File: src/rtl/pipe_ctrl_pkg.sv
// Shared types and constants for the pipeline hazard/stall/flush controller.
//   state_e : controller states (RUN, MEM_WAIT)
//   FWD_*   : EX operand forwarding select encodings
//   NOP_INSN: instruction word inserted by the datapath on a flush (addi x0,x0,0)
package pipe_ctrl_pkg;

    typedef enum logic {
        RUN      = 1'b0,
        MEM_WAIT = 1'b1
    } state_e;

    localparam logic [1:0]  FWD_RF   = 2'b00;
    localparam logic [1:0]  FWD_MEM  = 2'b01;
    localparam logic [1:0]  FWD_WB   = 2'b10;

    localparam logic [31:0] NOP_INSN = 32'h0000_0013;

endpackage

File: src/rtl/pipe_fwd_unit.sv
// Combinational forwarding comparator for one EX source operand.
//   ex_rs                 : EX source register index
//   mem_rd / mem_regwrite : EX/MEM destination and write enable
//   wb_rd  / wb_regwrite  : MEM/WB destination and write enable
//   fwd                   : selected operand source (MEM beats WB, x0 never forwarded)
module pipe_fwd_unit
    import pipe_ctrl_pkg::*;
(
    input  logic [4:0] ex_rs,
    input  logic [4:0] mem_rd,
    input  logic       mem_regwrite,
    input  logic [4:0] wb_rd,
    input  logic       wb_regwrite,
    output logic [1:0] fwd
);

    always_comb begin
        fwd = FWD_RF;
        if (mem_regwrite && (mem_rd != 5'd0) && (mem_rd == ex_rs)) begin
            fwd = FWD_MEM;
        end else if (wb_regwrite && (wb_rd != 5'd0) && (wb_rd == ex_rs)) begin
            fwd = FWD_WB;
        end
    end

endmodule

File: src/rtl/pipe_hazard_ctrl.sv
// Hazard, stall and flush sequencer for the 5-stage pipeline.
// Inputs : ID/EX source indices and use bits, EX/MEM/WB destinations and write
//          enables, ex_memread, ex_redirect, mem_req, dmem_ready; clk, rst (sync, high).
// Outputs: pc_en/ifid_en/idex_en/exmem_en stage enables, ifid_flush/idex_flush,
//          memwb_bubble, fwd_a/fwd_b forwarding selects, sticky mem_fault, and
//          three 32-bit perf counters.
// Control outputs are combinational from inputs and registered state.
// Optional build macro PIPE_HAZARD_CTRL_PERF_EN enables the perf counters;
// otherwise the perf outputs are tied to zero.
module pipe_hazard_ctrl
    import pipe_ctrl_pkg::*;
#(
    parameter int unsigned MEM_TIMEOUT = 15
) (
    input  logic        clk,
    input  logic        rst,
    input  logic [4:0]  id_rs1,
    input  logic [4:0]  id_rs2,
    input  logic        id_use_rs1,
    input  logic        id_use_rs2,
    input  logic [4:0]  ex_rs1,
    input  logic [4:0]  ex_rs2,
    input  logic [4:0]  ex_rd,
    input  logic        ex_regwrite,
    input  logic        ex_memread,
    input  logic        ex_redirect,
    input  logic [4:0]  mem_rd,
    input  logic        mem_regwrite,
    input  logic        mem_req,
    input  logic        dmem_ready,
    input  logic [4:0]  wb_rd,
    input  logic        wb_regwrite,
    output logic        pc_en,
    output logic        ifid_en,
    output logic        idex_en,
    output logic        exmem_en,
    output logic        ifid_flush,
    output logic        idex_flush,
    output logic        memwb_bubble,
    output logic [1:0]  fwd_a,
    output logic [1:0]  fwd_b,
    output logic        mem_fault,
    output logic [31:0] perf_lu_stall,
    output logic [31:0] perf_mem_stall,
    output logic [31:0] perf_flush
);

    localparam int unsigned WCNT_W = $clog2(MEM_TIMEOUT + 1);
    localparam logic [WCNT_W-1:0] WCNT_MAX = WCNT_W'(MEM_TIMEOUT);

    state_e            state;
    state_e            state_nxt;
    logic [WCNT_W-1:0] wcnt;
    logic [WCNT_W-1:0] wcnt_nxt;
    logic              hold;
    logic              fault_set;
    logic              lu_hit;
    logic [1:0]        fwd_a_raw;
    logic [1:0]        fwd_b_raw;

    pipe_fwd_unit u_fwd_a (
        .ex_rs        (ex_rs1),
        .mem_rd       (mem_rd),
        .mem_regwrite (mem_regwrite),
        .wb_rd        (wb_rd),
        .wb_regwrite  (wb_regwrite),
        .fwd          (fwd_a_raw)
    );

    pipe_fwd_unit u_fwd_b (
        .ex_rs        (ex_rs2),
        .mem_rd       (mem_rd),
        .mem_regwrite (mem_regwrite),
        .wb_rd        (wb_rd),
        .wb_regwrite  (wb_regwrite),
        .fwd          (fwd_b_raw)
    );

    // Load in EX whose destination is read by the instruction in ID.
    assign lu_hit = ex_memread && ex_regwrite && (ex_rd != 5'd0) &&
                    ((id_use_rs1 && (id_rs1 == ex_rd)) ||
                     (id_use_rs2 && (id_rs2 == ex_rd)));

    // State register, wait counter and sticky fault.
    always_ff @(posedge clk) begin
        if (rst) begin
            state     <= RUN;
            wcnt      <= '0;
            mem_fault <= 1'b0;
        end else begin
            state     <= state_nxt;
            wcnt      <= wcnt_nxt;
            mem_fault <= mem_fault | fault_set;
        end
    end

    // Next state and stage controls. A timeout is treated as a release cycle.
    always_comb begin
        state_nxt    = state;
        wcnt_nxt     = wcnt;
        hold         = 1'b0;
        fault_set    = 1'b0;
        pc_en        = 1'b1;
        ifid_en      = 1'b1;
        idex_en      = 1'b1;
        exmem_en     = 1'b1;
        ifid_flush   = 1'b0;
        idex_flush   = 1'b0;
        memwb_bubble = 1'b0;
        fwd_a        = FWD_RF;
        fwd_b        = FWD_RF;

        case (state)
            RUN: begin
                if (mem_req && !dmem_ready) begin
                    hold      = 1'b1;
                    state_nxt = MEM_WAIT;
                    wcnt_nxt  = WCNT_W'(1);
                end
            end
            MEM_WAIT: begin
                if (dmem_ready) begin
                    state_nxt = RUN;
                    wcnt_nxt  = '0;
                end else if (wcnt == WCNT_MAX) begin
                    state_nxt = RUN;
                    wcnt_nxt  = '0;
                    fault_set = 1'b1;
                end else begin
                    hold     = 1'b1;
                    wcnt_nxt = wcnt + WCNT_W'(1);
                end
            end
        endcase

        if (!rst) begin
            fwd_a = fwd_a_raw;
            fwd_b = fwd_b_raw;
            if (hold) begin
                // Whole front of the pipe frozen; EX keeps any redirect for the release cycle.
                pc_en        = 1'b0;
                ifid_en      = 1'b0;
                idex_en      = 1'b0;
                exmem_en     = 1'b0;
                memwb_bubble = 1'b1;
            end else if (ex_redirect) begin
                ifid_flush = 1'b1;
                idex_flush = 1'b1;
            end else if (lu_hit && (state == RUN)) begin
                pc_en      = 1'b0;
                ifid_en    = 1'b0;
                idex_flush = 1'b1;
            end
        end else begin
            fault_set = 1'b0;
        end
    end

`ifdef PIPE_HAZARD_CTRL_PERF_EN
    // Event counters derived from the issued controls; they wrap at 2^32.
    always_ff @(posedge clk) begin
        if (rst) begin
            perf_lu_stall  <= '0;
            perf_mem_stall <= '0;
            perf_flush     <= '0;
        end else begin
            if (!pc_en && !memwb_bubble) perf_lu_stall  <= perf_lu_stall + 32'd1;
            if (memwb_bubble)            perf_mem_stall <= perf_mem_stall + 32'd1;
            if (ifid_flush)              perf_flush     <= perf_flush + 32'd1;
        end
    end
`else
    assign perf_lu_stall  = '0;
    assign perf_mem_stall = '0;
    assign perf_flush     = '0;
`endif

endmodule

File: config.mk
export PLATFORM = sky130hd
export DESIGN_NAME = pipe_hazard_ctrl
export DESIGN_NICKNAME = d
export VERILOG_FILES = /design/src/rtl/pipe_ctrl_pkg.sv /design/src/rtl/pipe_fwd_unit.sv /design/src/rtl/pipe_hazard_ctrl.sv
export SDC_FILE = /design/constraint.sdc
export NUM_CORES = 1
export LEC_CHECK = 0
export BUFFER_PORTS_ARGS = -buffer_cell sky130_fd_sc_hd__buf_2
export CAP_MARGIN = 20
export CORE_MARGIN = 3
export CORE_UTILIZATION = 30
export DETAILED_ROUTE_END_ITERATION = 7
export HOLD_SLACK_MARGIN = 0.12
export PLACE_DENSITY = 0.68
export RECOVER_POWER = 100
export SLEW_MARGIN = 0
export SYNTH_ARGS = -nofsm -noshare
export SYNTH_HDL_FRONTEND = slang
export SYNTH_HIERARCHICAL = 1
export SYNTH_SLANG_ARGS = --single-unit
File: constraint.sdc
create_clock -name clk -period 1.94 [get_ports clk]
set_input_delay 0 -clock clk [delete_from_list [all_inputs] [get_ports clk]]
set_output_delay 0 -clock clk [all_outputs]
set_load 0.005 [all_outputs]
==> summary.txt <==
Routing
  • DR WL/cell: 9.77 um
  • Vias/cell: 3.69
  • Vias: 1196
  • DRT iter0 DRCs: 26
  • Drt pass-1 iters: 4
  • Antenna Nets Post-Route: 0
  • DRC: 0
  • Final Routed Wirelength: 3.16 mm

Clock tree
  • H-tree levels: 1
  • Worst skew pair latency: 0.23 ns
  • Clock buffer count from CTS: 3
  • Root Buffer: clkbuf_8
  • CTS tree: built
  • CTS clk-pin slew, worst paths: 0.04 ns
  • Clock sink total: 6
  • CTS max path bufs: 2

Worst hold path
  • HP Class: input port to flop
  • Hold_sp: dmem_ready
  • Min-Delay Path Depth: 4
  • Worst hold endpoint: wcnt[0]$_SDFFE_PP0P_

Pwr
  • PD cells: 339 nW/um2
  • Total power: 544 uW
  • Leak: 0.846 nW
  • IR drop worst, VDD: 139 uV

Logic synthesis
  • Post-Syn Area: 1550 um2
  • Asr flop ratio synth: 0%
  • Number of synthesized register bits: 6
  • Top_reg_cell synth: dfxtp_1
  • Sequential area share after synthesis: 7.75%
  • Post-synth EDFFs: 0
  • Cells after Synth: 200
  • Syn. warnings: 6
  • Syn_area_per_cell: 7.75 um2
  • Post-synth cell types: 37

Layout
  • Finished Layout Cells: 324
  • Utilization after layout: 33.1%
  • Layout fillers: 515
  • Share of cells above drive strength 1: 28.8%
  • Most frequent cells in the layout: conb_1 (96), buf_2 (54), xor2_1 (15), xnor2_1 (12), nor2_1 (8)
  • Syn-to-layout area delta: 3.47%
  • Final Cell Area: 1600 um2
  • Final Net Count: 306
  • Commonest non-fill, non-tap cell in the layout: conb_1
  • # diodes: 0

Timing
  • Setup violations, final: 0
  • Setup TNS: 0 ns
  • Worst setup margin: 0.141 ns
  • Worst-Margin Slew: 0.522 ns
  • RSZ-0062 raised after global routing: no
  • Final hold slack: 0.144 ns
  • Slew Limit Fails: 0
  • Highest clock rate: 0.556 GHz
  • Final hold vios: 0
  • Final critical-path share of the clock period: 92.7%
  • Slew Limit Headroom: 65.2%
  • Final worst path period need: 1.80 ns
  • Layout Skew: 0.00225 ns

Global routing
  • Largest net degree at the start of global routing: 14
  • Number of global-route vias before repair: 1039
  • Total global routing overflow: 0
  • Total track usage: 9.42%
  • Antenna violations before repair: 0
  • First-pass GRT wire length: 4.51 mm

Critical path
  • Reg2reg setup slack: 0.61 ns
  • Critical-path top delay cell: or3b_2
  • WP data arrival: 1.80 ns
  • CP Data Required Time: 1.94 ns
  • Critical Path Sink Type: output port
  • CP max FO: 5
  • Reg2Reg Depth: 4
  • Worst Setup Path Type: flop to output port
  • Critical Path Start Type: flop
  • Max stage delay on crit path: 0.45 ns
  • Reg-to-reg endpoint: wcnt[0]$_SDFFE_PP0P_
  • Worst R2R Start: wcnt[0]$_SDFFE_PP0P_
  • CP Cell Sequence: ha_4 > nand4_1 > a21oi_2 > or3b_2 > o21bai_1 > buf_2

Place
  • DP Worst Slack: 0.270 ns
  • Post-DP Area: 1540 um2
  • Post-DP HPWL: 2.85 mm
  • GP Congestion: 0.789
  • IO buf count: 57
  • Placed cells: 320

Floorplan
  • Core area: 4850 um2
  • Num rows: 25
  • DIE AREA: 6070 um2
  • Initial Util: 32.0%
  • Die height: 77.9 um
  • Die W: 77.9 um
  • # IOs: 154

Outcome
  • Run status: finished clean

Job
  • Max-Cap Viols: 0
## registers in the layout, indices dropped and copies added (netlist names)
register,count
state,1
wcnt,4
mem_fault,1
## cells by family (layout without fill, tap and decap cells)
| logic type | count (synthesis) | count (layout) | synth area share, % |
|---|---|---|---|
| xor+xnor | 27 | 27 | 15.3 |
| fa+ha+maj | 1 | 1 | 0.807 |
| buf+inv | 100 | 62 | 47.9 |
| simple gates | 45 | 45 | 17.2 |
| other cells | 1 | 96 | 0.242 |
| flops | 6 | 6 | 7.75 |
| compound gates | 20 | 20 | 10.8 |
## synth_stat cells, types with 2 or more instances
| cell | number | area (um2) |
|---|---|---|
| a211oi_2 | 2 | 25.0 |
| a21oi_1 | 6 | 30.0 |
| nand3_1 | 5 | 25.0 |
| or3b_2 | 2 | 17.5 |
| dfxtp_1 | 6 | 120 |
| a22oi_1 | 2 | 15.0 |
| xor2_1 | 15 | 131 |
| and3b_1 | 2 | 17.5 |
| nor2b_1 | 5 | 31.3 |
| buf_4 | 98 | 736 |
| nor3_2 | 2 | 20.0 |
| nor3_1 | 4 | 20.0 |
| nand2_1 | 5 | 18.8 |
| xnor2_1 | 12 | 105 |
| nor2_1 | 8 | 30.0 |
| o41ai_2 | 2 | 32.5 |
| o21bai_1 | 2 | 15.0 |
| nor4_1 | 3 | 18.8 |
## power breakdown
part           leakage [nW]  internal [mW]  switching (mW)
Combinational         0.775         0.0915           0.133
Sequential           0.0496          0.128         0.00433
Clock                0.0216          0.133          0.0549
## worst max-delay path by stage
| stage | end | from | slack (ns) |
|---|---|---|---|
| after detailed placement | idex_flush | wcnt[0]$_SDFFE_PP0P_ | 0.27 |
| after floorplan | idex_flush | wcnt[0]$_SDFFE_PP0P_ | 0.51 |
| after global placement | idex_flush | wcnt[0]$_SDFFE_PP0P_ | 0.33 |
| after global routing | idex_flush | wcnt[0]$_SDFFE_PP0P_ | 0.0003 |
| after CTS | idex_flush | wcnt[0]$_SDFFE_PP0P_ | 0.02 |
| final | idex_flush | wcnt[0]$_SDFFE_PP0P_ | 0.14 |
## layer usage
layer  part of all wire [%]  global-route usage (%)
met5                      0                       0
met2                     53                    18.1
met1                     31                    8.55
met3                     13                    2.32
met4                    2.6                    6.41
## area by class of cell
| class | count | area [um2] | share of cell area (%) |
|---|---|---|---|
| flip-flops and latches | 6 | 123 | 7.64 |
| repair buffers | 58 | 293 | 18.3 |
| well taps | 67 | 83.8 | 5.23 |
| inverters | 1 | 3.75 | 0.234 |
| clock buffers | 3 | 41.3 | 2.57 |
| multi-input cells | 189 | 1060 | 66.1 |
## worst max-delay path, delay by kind of cell, from the launching register on
kind	cells	cell delay (ns)
adders and majority gates	1	0.16
AOI/OAI and AO/OA	2	0.30
DFF	1	0.37
and+or+nand+nor	2	0.60
buffers and inverters	1	0.13
## what timing repair did
item	CTS	global route
resized for setup	0	5
setup endpoints to repair	0	1
endpoints found under the hold margin	5	0
hold buffers	1	0
buffers inserted	0	0
No activity file was read; power rests on OpenSTA's default activity.
